==> src/rtl/mem_stage.sv <==
// Memory access stage: passes ALU/CSR results through, and runs load/store
// transactions on a simple req/ack data bus while stalling the front end.
module mem_stage (
    input  logic        clk,
    input  logic        rst,

    input  logic        valid_i,
    input  logic [4:0]  rd_addr_i,
    input  logic [31:0] rd_data_i,
    input  logic        rd_wen_i,
    input  logic        mem_re_i,
    input  logic        mem_we_i,
    input  logic [2:0]  funct3_i,
    input  logic [31:0] store_data_i,
    input  logic [31:0] csr_wdata_i,
    input  logic [31:0] csr_waddr_i,
    input  logic        csr_wen_i,

    output logic        dbus_req_o,
    output logic        dbus_we_o,
    output logic [31:0] dbus_addr_o,
    output logic [31:0] dbus_wdata_o,
    output logic [3:0]  dbus_be_o,
    input  logic        dbus_ack_i,
    input  logic [31:0] dbus_rdata_i,

    output logic [4:0]  rd_addr_o,
    output logic [31:0] rd_data_o,
    output logic        rd_wen_o,
    output logic        mem_re_o,
    output logic [31:0] ram_data_o,
    output logic [31:0] csr_wdata_o,
    output logic [31:0] csr_waddr_o,
    output logic        csr_wen_o,

    output logic        stall_o,
    output logic        misalign_o
);

    typedef enum logic [1:0] {
        IDLE = 2'd0,
        BUSY = 2'd1,
        DONE = 2'd2
    } state_t;

    state_t      state;
    logic [29:0] addr_q;
    logic [1:0]  off_q;
    logic [2:0]  f3_q;
    logic        we_q;
    logic [3:0]  be_q;
    logic [31:0] wdata_q;
    logic [31:0] rdata_q;
    logic        misalign_q;

    logic        is_mem;
    logic        is_store;
    logic        fault;
    logic        mem_fault;
    logic        mem_start;
    logic [1:0]  off;
    logic [3:0]  be_next;
    logic [31:0] wdata_next;
    logic [7:0]  load_byte;
    logic [15:0] load_half;
    logic [31:0] load_data;

    // A load with mem_we_i also set is still a load.
    assign is_mem   = valid_i & (mem_re_i | mem_we_i);
    assign is_store = mem_we_i & ~mem_re_i;
    assign off      = rd_data_i[1:0];

    // NOTE: every signal driven in always_comb gets a default first so no latch is inferred.
    always_comb begin
        fault = 1'b0;
        case (funct3_i)
            3'b000:  fault = 1'b0;
            3'b001:  fault = off[0];
            3'b010:  fault = |off;
            3'b100:  fault = is_store;
            3'b101:  fault = is_store | off[0];
            default: fault = 1'b1;
        endcase
    end

    assign mem_fault = is_mem & fault;
    assign mem_start = is_mem & ~fault;

    always_comb begin
        be_next    = 4'b1111;
        wdata_next = store_data_i;
        if (is_store) begin
            case (funct3_i[1:0])
                2'b00: begin
                    be_next    = 4'b0001 << off;
                    wdata_next = {4{store_data_i[7:0]}};
                end
                2'b01: begin
                    be_next    = off[1] ? 4'b1100 : 4'b0011;
                    wdata_next = {2{store_data_i[15:0]}};
                end
                default: begin
                    be_next    = 4'b1111;
                    wdata_next = store_data_i;
                end
            endcase
        end
    end

    // NOTE: sequential state uses non-blocking assignments only, so every flop samples pre-edge values.
    always_ff @(posedge clk) begin
        if (rst) begin
            // NOTE: the latched transaction registers are cleared on reset so no stale word can leak after a fault.
            state      <= IDLE;
            addr_q     <= '0;
            off_q      <= '0;
            f3_q       <= '0;
            we_q       <= 1'b0;
            be_q       <= '0;
            wdata_q    <= '0;
            rdata_q    <= '0;
            misalign_q <= 1'b0;
        end else begin
            // Registered so the trap logic sees a clean one-cycle pulse.
            misalign_q <= (state == IDLE) & mem_fault;
            case (state)
                IDLE: begin
                    if (mem_start) begin
                        addr_q  <= rd_data_i[31:2];
                        off_q   <= off;
                        f3_q    <= funct3_i;
                        we_q    <= is_store;
                        be_q    <= be_next;
                        wdata_q <= wdata_next;
                        state   <= BUSY;
                    end
                end
                BUSY: begin
                    if (dbus_ack_i) begin
                        rdata_q <= dbus_rdata_i;
                        state   <= DONE;
                    end
                end
                DONE:    state <= IDLE;
                default: state <= IDLE;
            endcase
        end
    end

    always_comb begin
        load_byte = rdata_q[7:0];
        case (off_q)
            2'd0: load_byte = rdata_q[7:0];
            2'd1: load_byte = rdata_q[15:8];
            2'd2: load_byte = rdata_q[23:16];
            2'd3: load_byte = rdata_q[31:24];
            default: load_byte = rdata_q[7:0];
        endcase
        load_half = off_q[1] ? rdata_q[31:16] : rdata_q[15:0];
        case (f3_q)
            3'b000:  load_data = {{24{load_byte[7]}}, load_byte};
            3'b100:  load_data = {24'd0, load_byte};
            3'b001:  load_data = {{16{load_half[15]}}, load_half};
            3'b101:  load_data = {16'd0, load_half};
            default: load_data = rdata_q;
        endcase
    end

    always_comb begin
        rd_addr_o   = rd_addr_i;
        rd_data_o   = rd_data_i;
        rd_wen_o    = valid_i & rd_wen_i;
        csr_wdata_o = csr_wdata_i;
        csr_waddr_o = csr_waddr_i;
        csr_wen_o   = valid_i & csr_wen_i;
        mem_re_o    = 1'b0;
        ram_data_o  = '0;
        stall_o     = 1'b0;
        case (state)
            IDLE: begin
                if (mem_start) begin
                    stall_o   = 1'b1;
                    rd_wen_o  = 1'b0;
                    csr_wen_o = 1'b0;
                end else if (mem_fault) begin
                    rd_wen_o  = 1'b0;
                    csr_wen_o = 1'b0;
                end
            end
            BUSY: begin
                stall_o   = 1'b1;
                rd_wen_o  = 1'b0;
                csr_wen_o = 1'b0;
            end
            DONE: begin
                mem_re_o   = mem_re_i;
                ram_data_o = we_q ? 32'd0 : load_data;
            end
            default: stall_o = 1'b0;
        endcase
    end

    assign dbus_req_o   = (state == BUSY);
    assign dbus_we_o    = dbus_req_o & we_q;
    assign dbus_be_o    = dbus_req_o ? be_q : 4'b0000;
    assign dbus_addr_o  = {addr_q, 2'b00};
    assign dbus_wdata_o = wdata_q;
    assign misalign_o   = misalign_q;

endmodule

==> config.mk <==
export PLATFORM = sky130hd
export DESIGN_NAME = mem_stage
export DESIGN_NICKNAME = d
export VERILOG_FILES = /design/src/rtl/mem_stage.sv
export SDC_FILE = /design/constraint.sdc
export NUM_CORES = 1
export LEC_CHECK = 0
export ABC_CLOCK_PERIOD_IN_PS = 2450
export CAP_MARGIN = 10
export CORE_AREA = 2 2 151 153
export CTS_CLUSTER_SIZE = 40
export DETAILED_ROUTE_END_ITERATION = 8
export DIE_AREA = 0 0 153 155
export DONT_BUFFER_PORTS = 1
export SETUP_SLACK_MARGIN = 0.1
export SLEW_MARGIN = 20
export SYNTH_ARGS = -nofsm -noshare
export SYNTH_HDL_FRONTEND = slang
export SYNTH_SLANG_ARGS = --single-unit
==> constraint.sdc <==
create_clock -name clk -period 2.45 [get_ports clk]
set_input_delay 0.245 -clock clk [delete_from_list [all_inputs] [get_ports clk]]
set_output_delay 0.245 -clock clk [all_outputs]
set_load 0.05 [all_outputs]
==> results list, run 1 <==
* Clock Sink Count: approximately 110
- Setup repair after global routing could not meet its margin everywhere.
- Yosys warning count: 0
- Yosys mapped a number of flops with a built-in enable equal to 0.
- Simple-gate portion of the synthesized area: 0.152
* Synth top area cells: sky130_fd_sc_hd__dfxtp_1 37%, sky130_fd_sc_hd__buf_4 14%, sky130_fd_sc_hd__a21oi_1 9.8%, sky130_fd_sc_hd__nand2_1 5.8%, sky130_fd_sc_hd__o21ai_0 5.6%
- Worst clock skew: 7.99 ps
- The completed layout was analyzed and its total power is roughly 4.0 mW.
- Adder-cell share of the synthesized area: 0
* Complex-gate fraction of the synthesized area: 0.238
* Dominant combinational cell family by area after synthesis: compound AO/OA/AOI/OAI gates
- The worst path needs 2280 ps of the cycle, external delays included.
- Proportion of register bits with asynchronous set or reset after synthesis: 0
- Average cell area after synthesis: 7.80 um^2
* Final Max Tran Viols: 0
* Final setup violation count: 0
* Post-synth top area cell: sky130_fd_sc_hd__dfxtp_1
- H-Tree Depth: 3
* Initial core utilization: 0.260
- Worst hold margin: 17.7 ps
- Clock network fraction of total power: 0.400
- Switching Fraction: 0.295
- Pin count of the biggest net entering global routing: 108
- The clock reaches the later pin of the worst-skew pair after approximately 360 ps.
* Area of the die: 0.0237 mm^2
- For this design the top-level I/O count stands at 384.
- The initial antenna violation count was 0.
- In this run the cell area of the synthesized design comes to 0.00578 mm^2.
- Number of nets in the layout: 825
* Routed len/inst: 20.1 um
- In this run the clock root is driven by a sky130_fd_sc_hd__clkbuf_16.
- The first global-routing pass estimated 28,500 um of wire.
- Antenna viol nets, final: 0
- Kind of end point of the critical path: output port
* Number of standard-cell rows in the floorplan: 55
- Summing over every cut layer, the via total after detailed routing is 4,876.
- The count of final hold-check violations was 0.
- Worst slew pin tran: 905 ps
- Routed WL: 18,900 um
- For this run the aggregate overflow at the end of global routing stands at 0.
- Mux cell area share after synthesis: 0.0468
* Maximum VDD drop: 0.000392 V
* Share of the cycle needed by the critical path after routing: 0.932
- After technology mapping, the gate count stands at 740.
* Proportion of layout cells with a drive suffix above 1: 0.161
* Flop and latch count out of synthesis: 107
- After detailed routing, the number of remaining DRC violations is 0.
- Library cell with the highest instance count after synthesis: sky130_fd_sc_hd__a21oi_1
- Static leakage: ~2.1 nW
* # diodes: 0
- The floorplan step defined a core boundary enclosing 0.0222 mm^2.
- CTS clk-pin slew, worst paths: 80 ps
- The first TritonRoute pass finished after 5 iterations.
- The share of total power dissipated in combinational logic is 0.100.
* Area grow syn2layout: 8.36%
- The critical path in this run is classified as register to output port.
* Main flop type after synthesis: sky130_fd_sc_hd__dfxtp_1
- Xor and xnor fraction of the mapped netlist area: 0
- Port Buf Inserts: 0
- Maximum root-to-sink buffer count: 2
- TritonCTS built the clock tree.
- WP data arrival: 2040 ps
- The share of the Yosys chip area taken by registers is 0.371.
- Iteration-0 DRC count of the detailed router: around 280
- Width of the die: 153 um
- Static timing analysis puts the maximum clock frequency at 0.438 GHz.
- HPWL after detailed placement: 13,100 um
- Final GP Congestion: about 0.83
- Top fanout value on the critical path: 8
- Pwr per Cell Area: around 640 mW/mm^2
* Internal power: 2.83 mW
* Sw power: 1.18 mW
- Max-slew headroom at the worst pin: 0.394
- Dividing the detail-routed via count by the number of cells gives just over 5.
- Die height: 155 um
* Count of distinct cell types in the synthesized netlist: 36
- Via count of the first global-routing pass: 4,720
- Max-cap viol count: 0
- The share of synthesized area in the top cell type comes to 0.371.
* Most instantiated cells after synthesis: 113 x sky130_fd_sc_hd__a21oi_1, 109 x sky130_fd_sc_hd__buf_4, 107 x sky130_fd_sc_hd__dfxtp_1
* Hold crit path type: primary input to register
* Status: completed
- STA classifies the critical path startpoint as a register.
* Share of power burned in registers: 0.500
- Reg2Reg Setup Slack: 550 ps
- Data required time of the critical path: between 2000 and 2500 ps
* Clock buffers created by TritonCTS: 9
- Across every metal layer, demand over resource in global routing totals 0.155.
[final timing paths]
check | start | end | cells past startpoint
max | off_q[1] | ram_data_o[8] | 6
min | dbus_rdata_i[18] | rdata_q[18] | 2
max reg2reg | state[1] | be_q[1] | 4
min reg2reg | rdata_q[1] | rdata_q[1] | 2
[per-stage QoR]
stage / utilization / setup TNS, ps / std cells / worst slack (ps) / area (um^2)
4_1_cts: 0.279 / 0 / 938 / 100 / 6190
3_3_place_gp: 0.260 / 0 / 916 / 440 / 5780
6_report: 0.282 / 0 / 938 / 168 / 6260
2_1_floorplan: - / -109 / 741 / -30.6 / 5780
5_1_grt: 0.282 / 0 / 938 / 98.5 / 6260
3_5_place_dp: 0.260 / 0 / 916 / 450 / 5780
[area by class of cell]
type	instances	area [um^2]
fillers	2399	16000
inverters	13	48.8
flip-flops and latches	107	2150
multi-input cells	454	2640
well taps	285	357
clock inverters	6	87.6
clock buffers	9	225
repair buffers	64	758
[critical path: stages, from the launching register on]
cell and delay (ps):
sky130_fd_sc_hd__dfxtp_2 360, sky130_fd_sc_hd__mux2_2 260, sky130_fd_sc_hd__mux2i_1 80, sky130_fd_sc_hd__o31a_1 280, sky130_fd_sc_hd__buf_12 150, sky130_fd_sc_hd__a221oi_1 280, sky130_fd_sc_hd__buf_4 260
[sequential cells by signal, indices dropped and copies added (netlist names)]
name,count
addr_q,30
be_q,4
dbus_wdata_o,32
f3_q,3
misalign_o,1
off_q,2
rdata_q,32
state,2
we_q,1
[timing repair]
item,in CTS,in global routing
setup buffers,1,0
endpoints found under the hold margin,107,0
setup endpoints to repair,21,30
resized for setup,2,14
hold buffers,6,0
pin swaps,0,0
[metal layers]
metal / up-vias / GRT usage / part of all wire
met5: - / 0 / 0
met4: 0 / 0.0710 / 0.034
met3: 47 / 0.0652 / 0.096
met2: 255 / 0.248 / 0.46
met1: 2300 / 0.182 / 0.41
li1: 2274 / - / -
[logic make-up after synthesis]
| group | after synthesis |
|---|---|
| buffers and inverters | 180 |
| other | 1 |
| multiplexers | 26 |
| AO/OA/AOI/OAI | 237 |
| AND/OR/NAND/NOR | 189 |
| flip-flops | 107 |
[cells in the final DEF (no fill, tap or decap), types with 3 or more instances in the layout]
cell,instances
sky130_fd_sc_hd__a311oi_1,3
sky130_fd_sc_hd__buf_4,37
sky130_fd_sc_hd__a221oi_1,3
sky130_fd_sc_hd__buf_12,19
sky130_fd_sc_hd__nor2_1,23
sky130_fd_sc_hd__nand3_1,43
sky130_fd_sc_hd__nand2_1,90
sky130_fd_sc_hd__and2_1,6
sky130_fd_sc_hd__o2111ai_1,16
sky130_fd_sc_hd__nand2b_1,3
sky130_fd_sc_hd__o21ai_0,65
sky130_fd_sc_hd__a221oi_2,4
sky130_fd_sc_hd__dfxtp_2,3
sky130_fd_sc_hd__inv_1,13
sky130_fd_sc_hd__or3_1,6
sky130_fd_sc_hd__mux2_2,7
sky130_fd_sc_hd__a21o_1,16
sky130_fd_sc_hd__a211oi_1,8
sky130_fd_sc_hd__mux2i_1,17
sky130_fd_sc_hd__a21oi_1,113
sky130_fd_sc_hd__clkbuf_16,9
sky130_fd_sc_hd__dlygate4sd3_1,5
sky130_fd_sc_hd__dfxtp_1,104
sky130_fd_sc_hd__nor3_1,3
[power by group through the flow]
stage                     clock network, mW  registers, mW  logic, mW
after floorplan                           0           2.03      0.740
after global placement                    0           2.04      0.351
after detailed placement                  0           2.05      0.356
after CTS                              1.68           2.00      0.402
after global routing                   1.73           2.01      0.447
final                                  1.60           2.01      0.401
(Power assumes the default switching activity.)
==> run 2, diff against run 1 <==
PLACE_DENSITY_LB_ADDON = 0.25   (was unset)
==> results list, run 2 (synthesis gave the netlist of run 1 again) <==
* Max-cap viol count: 0 (unchanged)
- The detailed-route DRC error count was 0 (unchanged).
- # diodes: 0 (unchanged)
- The cell class contributing the biggest share of worst-path delay is compound AO/OA/AOI/OAI gates (unchanged).
- The instance area at placement is 0.00576 mm^2 (was 0.00578 mm^2).
* Maximum single-stage delay on the critical path: 390 ps (was 360 ps)
- Critical-path top delay cell: sky130_fd_sc_hd__o31a_2 (was sky130_fd_sc_hd__dfxtp_2)
- The share of the core filled with cells is 0.280 (was 0.282).
* Wire length of the first global-routing pass: 29,700 um (was 28,500 um)
- The number of H-tree levels was 3 (unchanged).
* Iteration-0 DRC count of the detailed router: 248 (was 281)
- Number of standard-cell rows in the floorplan: 55 (unchanged)
- The die footprint was 0.0237 mm^2 (unchanged).
* Type of origin of the critical path: register (unchanged)
* Global Route Usage Sum: 0.160 (was 0.155)
- Hold crit path type: primary input to register (unchanged)
- The static power due to leakage came to 2.13 nW (was 2.14 nW).
* Number of top-level design ports: 384 (unchanged)
- Number of nets in the layout: 828 (was 825)
- WP data arrival: 2050 ps (was 2040 ps)
* Critical path buffers and inverters: 1 (was 2)
* Later-pin clock latency in the skew report: 370 ps (was 360 ps)
- Clock tree from TritonCTS: built (unchanged)
- Via count of the first global-routing pass: 4,762 (was 4,720)
- Most Crowded Layer GR: met2 (unchanged)
* Clock buffers created by TritonCTS: 9 (unchanged)
* Final non-filler cell area: 0.00622 mm^2 (was 0.00626 mm^2)
* Share of the cycle needed by the critical path after routing: 0.935 (was 0.932)
* Top fanout value on the critical path: 8 (unchanged)
* Overflow left after global routing: 0 (unchanged)
- The maximum frequency from static timing analysis is 0.436 GHz (was 0.438 GHz).
* Clock Sink Count: 107 (unchanged)
* Kind of end point of the critical path: output port (unchanged)
- The met2 routing resource usage after global routing is 0.251 (was 0.248).
- HPWL after detailed placement: 13,200 um (was 13,100 um)
- Antenna violations before repair: 0 (unchanged)
* Via/cell ratio: 5.18 (was 5.20)
- The clock edge transition at the registers on the reported setup and hold paths came to 80 ps (about the same).
- Die height: 155 um (unchanged)
* Area grow syn2layout: 7.65% (was 8.36%)
* Routed len/inst: 20.6 um (was 20.1 um)
- The clock tree root buffer cell was sky130_fd_sc_hd__clkbuf_16 (unchanged).
- The total number of vias was 4,875 (was 4,876).
* Cell Chain, Critical Path: mux2_2, mux2i_1, o31a_2, a221oi_1, buf_4 (was mux2_2, mux2i_1, o31a_1, buf_12, a221oi_1, buf_4)
- The number of nets still failing antenna checks after routing was 0 (unchanged).
- The number of buffers between clock root and the deepest sink is 2 (unchanged).
* Pin count of the biggest net entering global routing: 108 (unchanged)
- Maximum VDD drop: 0.000240 V (was 0.000392 V)
* Routed WL: 19,400 um (was 18,900 um)
- The routing usage on met3 came to 0.0616 (was 0.0652).
- Initial core utilization: 0.260 (unchanged)
- Critical path type: register to output port (unchanged)
- The normalized max-slew margin came to 0.533 (was 0.394).
- Data required time of the critical path: 2200 ps (about the same)
- Most frequent standard cell in the layout excluding fill and tap cells: sky130_fd_sc_hd__a21oi_1 (unchanged)
- The count of final hold-check violations came to 0 (unchanged).
- The last weighted congestion value of the routability-driven placer was 0.754 (was 0.828).
- Time the final worst path needs with I/O delays and setup: 2290 ps (was 2280 ps)
* Final Max Tran Viols: 0 (unchanged)
- Highest-count cells in the layout ignoring fill and taps: 113 x sky130_fd_sc_hd__a21oi_1, 107 x sky130_fd_sc_hd__dfxtp_1, 90 x sky130_fd_sc_hd__nand2_1, 65 x sky130_fd_sc_hd__o21ai_0, 43 x sky130_fd_sc_hd__nand3_1 (was 113 x sky130_fd_sc_hd__a21oi_1, 104 x sky130_fd_sc_hd__dfxtp_1, 90 x sky130_fd_sc_hd__nand2_1, 65 x sky130_fd_sc_hd__o21ai_0, 43 x sky130_fd_sc_hd__nand3_1).
- Final setup violation count: 0 (unchanged)
* Met1 routing resource usage after global routing: 0.201 (was 0.182)
* Pwr per Cell Area: 624 mW/mm^2 (was 641 mW/mm^2)
- The die extent in x came to 153 um (unchanged).
- Unrepaired setup endpoints after global routing: true (unchanged).
- Status: completed (unchanged)
- Worst slew pin tran: 700 ps (was 905 ps)
* Worst clock skew: 10.9 ps (was 7.99 ps)
* Port Buf Inserts: 0 (unchanged)
* Core footprint: 0.0222 mm^2 (unchanged)
- Proportion of layout cells with a drive suffix above 1: 0.154 (was 0.161)
* Number of iterations in the first detailed-routing pass: 4 (was 5)
run 2: changes by cell type in the layout (fill, tap and decap cells not counted), sizes merged:
cell,delta
bufinv,-2
clkbuf,+1
dlygate4sd3,+3
inv,+2
run 2: timing repair:
item | CTS | global route
hold buffers | 9 | 0
endpoints found under the hold margin | 107 | 0
pin swaps | 1 | 1
setup endpoints to repair | 23 | 16
gates resized for setup | 4 | 7
setup buffers | 2 | 0
run 2: final timing paths:
| kind | startpoint | cells past startpoint | slack, ps | end |
|---|---|---|---|---|
| worst max-delay path | off_q[1] | 5 | 160 | ram_data_o[8] |
| worst max register to register | state[0] | 5 | 650 | rdata_q[25] |
| worst min register to register | rdata_q[8] | 2 | 460 | rdata_q[8] |
| worst min-delay path | dbus_rdata_i[31] | 2 | 10 | rdata_q[31] |
run 2: power by group:
part | leakage (nW) | internal (mW) | switching, mW
registers | 0.868 | 1.80 | 0.201
clock network | 0.140 | 0.715 | 0.756
logic | 1.13 | 0.132 | 0.275
total | 2.13 | 2.65 | 1.23
run 2: metrics by stage:
step / cells / total power, mW / hold WS, ps / TNS, ps / setup WS, ps
after floorplan: 741 / 2.77 / 381 / -109 / -30.6
after global placement: 915 / 2.40 / 323 / 0 / 156
after detailed placement: 915 / 2.41 / 323 / 0 / 132
after CTS: 942 / 3.94 / 0.533 / 0 / 91.8
after global routing: 942 / 4.06 / 0.520 / 0 / 62.9
final: 942 / 3.88 / 13.8 / 0 / 159
run 2: area by class of cell:
class                      instances  area [um^2]
clock buffer                      10          229
clock inverter                     6         55.1
tap                              285          357
fill                            2425        16000
sequential                       107         2140
multi-input combinational        454         2600
timing repair buffer              67          788
inverter                          13         48.8
run 2: worst register-to-register path: cells and delay by family, from the launching register on:
kind	cells	cell delay, ps
buffers and inverters	1	330
AOI/OAI and AO/OA	1	130
DFF	1	470
and+or+nand+nor	3	790
run 2: layer usage:
metal  routed length [um]  share of wire
met1                 8280           0.43
met2                 8880           0.46
met3                 1820          0.094
met4                  390          0.020
met5                    0              0
==> run 3, diff against run 2 <==
HOLD_SLACK_MARGIN = 0.12   (was unset)
MAX_ROUTING_LAYER = met4   (was unset)
==> results list, run 3 (synthesis gave the netlist of run 1 again) <==
- The power per cell area came to 569 mW/mm^2 (was 624 mW/mm^2).
* Critical path buffers and inverters: 1 (unchanged)
- The static power due to leakage is 2.46 nW (was 2.13 nW).
- The worst-case hold slack came to 126 ps (was 13.8 ps).
* Final setup violation count: 0 (unchanged)
- Final GP Congestion: 0.764 (was 0.754)
- The signed area change from the synthesized netlist to the final layout came to 21.0% (was 7.65%).
- Maximum root-to-sink buffer count: 2 (unchanged)
* Worst clock skew: 9.76 ps (was 10.9 ps)
* Kind of end point of the critical path: output port (unchanged)
- The estimated wirelength of the detail-placed design came to 13,200 um (unchanged).
- The cell class contributing the biggest share of worst-path delay is compound AO/OA/AOI/OAI gates (unchanged).
- The share of the cycle needed by the critical path after routing was 0.935 (about the same).
* Max-slew headroom at the worst pin: 0.535 (was 0.533)
- Antenna violations before repair: 0 (unchanged)
- The die footprint is 0.0237 mm^2 (unchanged).
- The max capacitance violation total came to 0 (unchanged).
- Clock Sink Count: 107 (unchanged)
- Data required time of the critical path: 2200 ps (about the same)
- Overflow left after global routing: 0 (unchanged)
- The TritonCTS clock tree is built (unchanged).
* Global Route Usage Sum: 0.171 (was 0.160)
- The met2 routing resource usage after global routing was 0.264 (was 0.251).
- The clock tree root buffer cell is sky130_fd_sc_hd__clkbuf_16 (unchanged).
* Antenna viol nets, final: 0 (unchanged)
- The number of rows created at floorplan was 55 (unchanged).
- Initial core utilization: 0.260 (unchanged)
- The wire length of the first global-routing pass was 31,000 um (was 29,700 um).
- The count of antenna diodes in the layout came to 0 (unchanged).
* Status: completed (unchanged)
- Top fanout value on the critical path: 8 (unchanged)
* Final Max Tran Viols: 0 (unchanged)
- Peak clock frequency supported by timing: 0.436 GHz (about the same)
- Critical path type: register to output port (unchanged)
- Crit Reg-Reg Startpoint: state[0] (unchanged)
- The data arrival time at the worst-slack endpoint came to 2050 ps (about the same).
* Most frequent standard cell in the layout excluding fill and tap cells: sky130_fd_sc_hd__a21oi_1 (unchanged)
* Number of nets in the layout: 905 (was 828)
- The detailed-route DRC error count is 0 (unchanged).
- The total number of vias is 5,201 (was 4,875).
- The busiest metal layer after global routing is met2 (unchanged).
- The met1 usage is 0.217 (was 0.201).
- The mean number of vias per cell is 5.10 (was 5.18).
- Unrepaired setup endpoints after global routing: true (unchanged).
* Cell area after placement: 0.00576 mm^2 (unchanged)
* Time the final worst path needs with I/O delays and setup: 2290 ps (about the same)
- Routed len/inst: 19.6 um (was 20.6 um)
- Proportion of layout cells with a drive suffix above 1: 0.138 (was 0.154)
* Type of origin of the critical path: register (unchanged)
- The die extent in x is 153 um (unchanged).
- The number of CTS-inserted buffers is 9 (unchanged).
- Highest-count cells in the layout ignoring fill and taps: 113 x sky130_fd_sc_hd__a21oi_1, 107 x sky130_fd_sc_hd__dfxtp_1, 90 x sky130_fd_sc_hd__nand2_1, 85 x sky130_fd_sc_hd__dlygate4sd3_1, 65 x sky130_fd_sc_hd__o21ai_0 (was 113 x sky130_fd_sc_hd__a21oi_1, 107 x sky130_fd_sc_hd__dfxtp_1, 90 x sky130_fd_sc_hd__nand2_1, 65 x sky130_fd_sc_hd__o21ai_0, 43 x sky130_fd_sc_hd__nand3_1).
- The timing startpoint of the critical path is off_q[1] (unchanged).
- The cell at the slowest stage of the critical path was sky130_fd_sc_hd__o31a_2 (unchanged).
* Later-pin clock latency in the skew report: 360 ps (was 370 ps)
- Routed WL: 20,000 um (was 19,400 um)
- Iteration-0 DRC count of the detailed router: 300 (was 248)
- The via count of the first global-routing pass came to 5,128 (was 4,762).
- The I/O pin count came to 384 (unchanged).
* H-Tree Depth: 3 (unchanged)
- Cell Chain, Critical Path: mux2_2, mux2i_1, o31a_2, a221oi_1, buf_4 (unchanged)
* Port Buf Inserts: 0 (unchanged)
* Hold Vio Cnt, Final: 0 (unchanged)
* Number of iterations in the first detailed-routing pass: 4 (unchanged)
- Number of fill cells in the layout: 2,378 (was 2,425)
- The worst vdd rail ir drop came to 0.000326 V (was 0.000240 V).
- The y dimension of the die came to 155 um (unchanged).
- The delay of the slowest critical-path stage was 400 ps (was 390 ps).
* Pin count of the biggest net entering global routing: 108 (unchanged)
* Worst slew pin tran: 697 ps (was 700 ps)
- The type of the most critical hold path is primary input to register (unchanged).
- The final non-filler cell area was 0.00699 mm^2 (was 0.00622 mm^2).
- The placeable core region is 0.0222 mm^2 (unchanged).
* Met3 Usage GRT: 0.0485 (was 0.0616)
- CTS clk-pin slew, worst paths: 80 ps (about the same)
- The beginning of the worst hold path was mem_re_i (was dbus_rdata_i[31]).
* Reg2Reg Setup Slack: 650 ps (about the same)
-- run 3: layout make-up --
type / count / area (um^2) / share of cell area
Clock buffer: 10 / 229 / 0.0328
Clock inverter: 6 / 55.1 / 0.00788
Inverter: 13 / 48.8 / 0.00698
Multi-Input combinational cell: 454 / 2600 / 0.372
Sequential cell: 107 / 2140 / 0.307
Tap cell: 285 / 357 / 0.0510
Timing Repair Buffer: 144 / 1560 / 0.223
-- run 3: timing repair --
item | CTS | global route
endpoints found under the hold margin | 107 | 0
resized for setup | 4 | 7
endpoints found under the setup margin | 23 | 17
hold buffers | 86 | 0
pin swaps | 1 | 1
setup buffers | 2 | 0
gates cloned | 0 | 0
-- run 3: path summary, 6_finish.rpt --
path,end,cells past startpoint
hold / removal,we_q,3
hold reg to reg,rdata_q[8],2
setup reg to reg,rdata_q[25],5
setup / recovery,ram_data_o[13],5
-- run 3: power breakdown --
part / switching (mW) / total (mW) / internal (mW)
Clock: 0.743 / 1.46 / 0.715
Combinational: 0.302 / 0.516 / 0.214
Sequential: 0.202 / 2.00 / 1.80
Total: 1.25 / 3.98 / 2.73
-- run 3: per-stage QoR --
| stage | setup WS [ps] | setup TNS [ps] | instances | total power [mW] | utilization |
|---|---|---|---|---|---|
| floorplan | -30.6 | -109 | 741 | 2.77 | - |
| global placement | 156 | 0 | 915 | 2.40 | 0.259 |
| detailed placement | 132 | 0 | 915 | 2.41 | 0.259 |
| CTS | 91.8 | 0 | 1019 | 4.05 | 0.313 |
| global route | 64.6 | 0 | 1019 | 4.17 | 0.314 |
| finish | 159 | 0 | 1019 | 3.98 | 0.314 |
-- run 3: worst register-to-register path, stage by stage (launching register included) --
cell and delay [ps]:
sky130_fd_sc_hd__dfxtp_1 470, sky130_fd_sc_hd__nor2b_2 460, sky130_fd_sc_hd__and2_1 190, sky130_fd_sc_hd__buf_4 330, sky130_fd_sc_hd__nand2_1 150, sky130_fd_sc_hd__a21oi_1 130
-- run 3: per-layer routing --
metal  share of wire  wire [um]
met1            0.43       8680
met2            0.47       9400
met3           0.077       1540
met4           0.020        395
met5               0          0
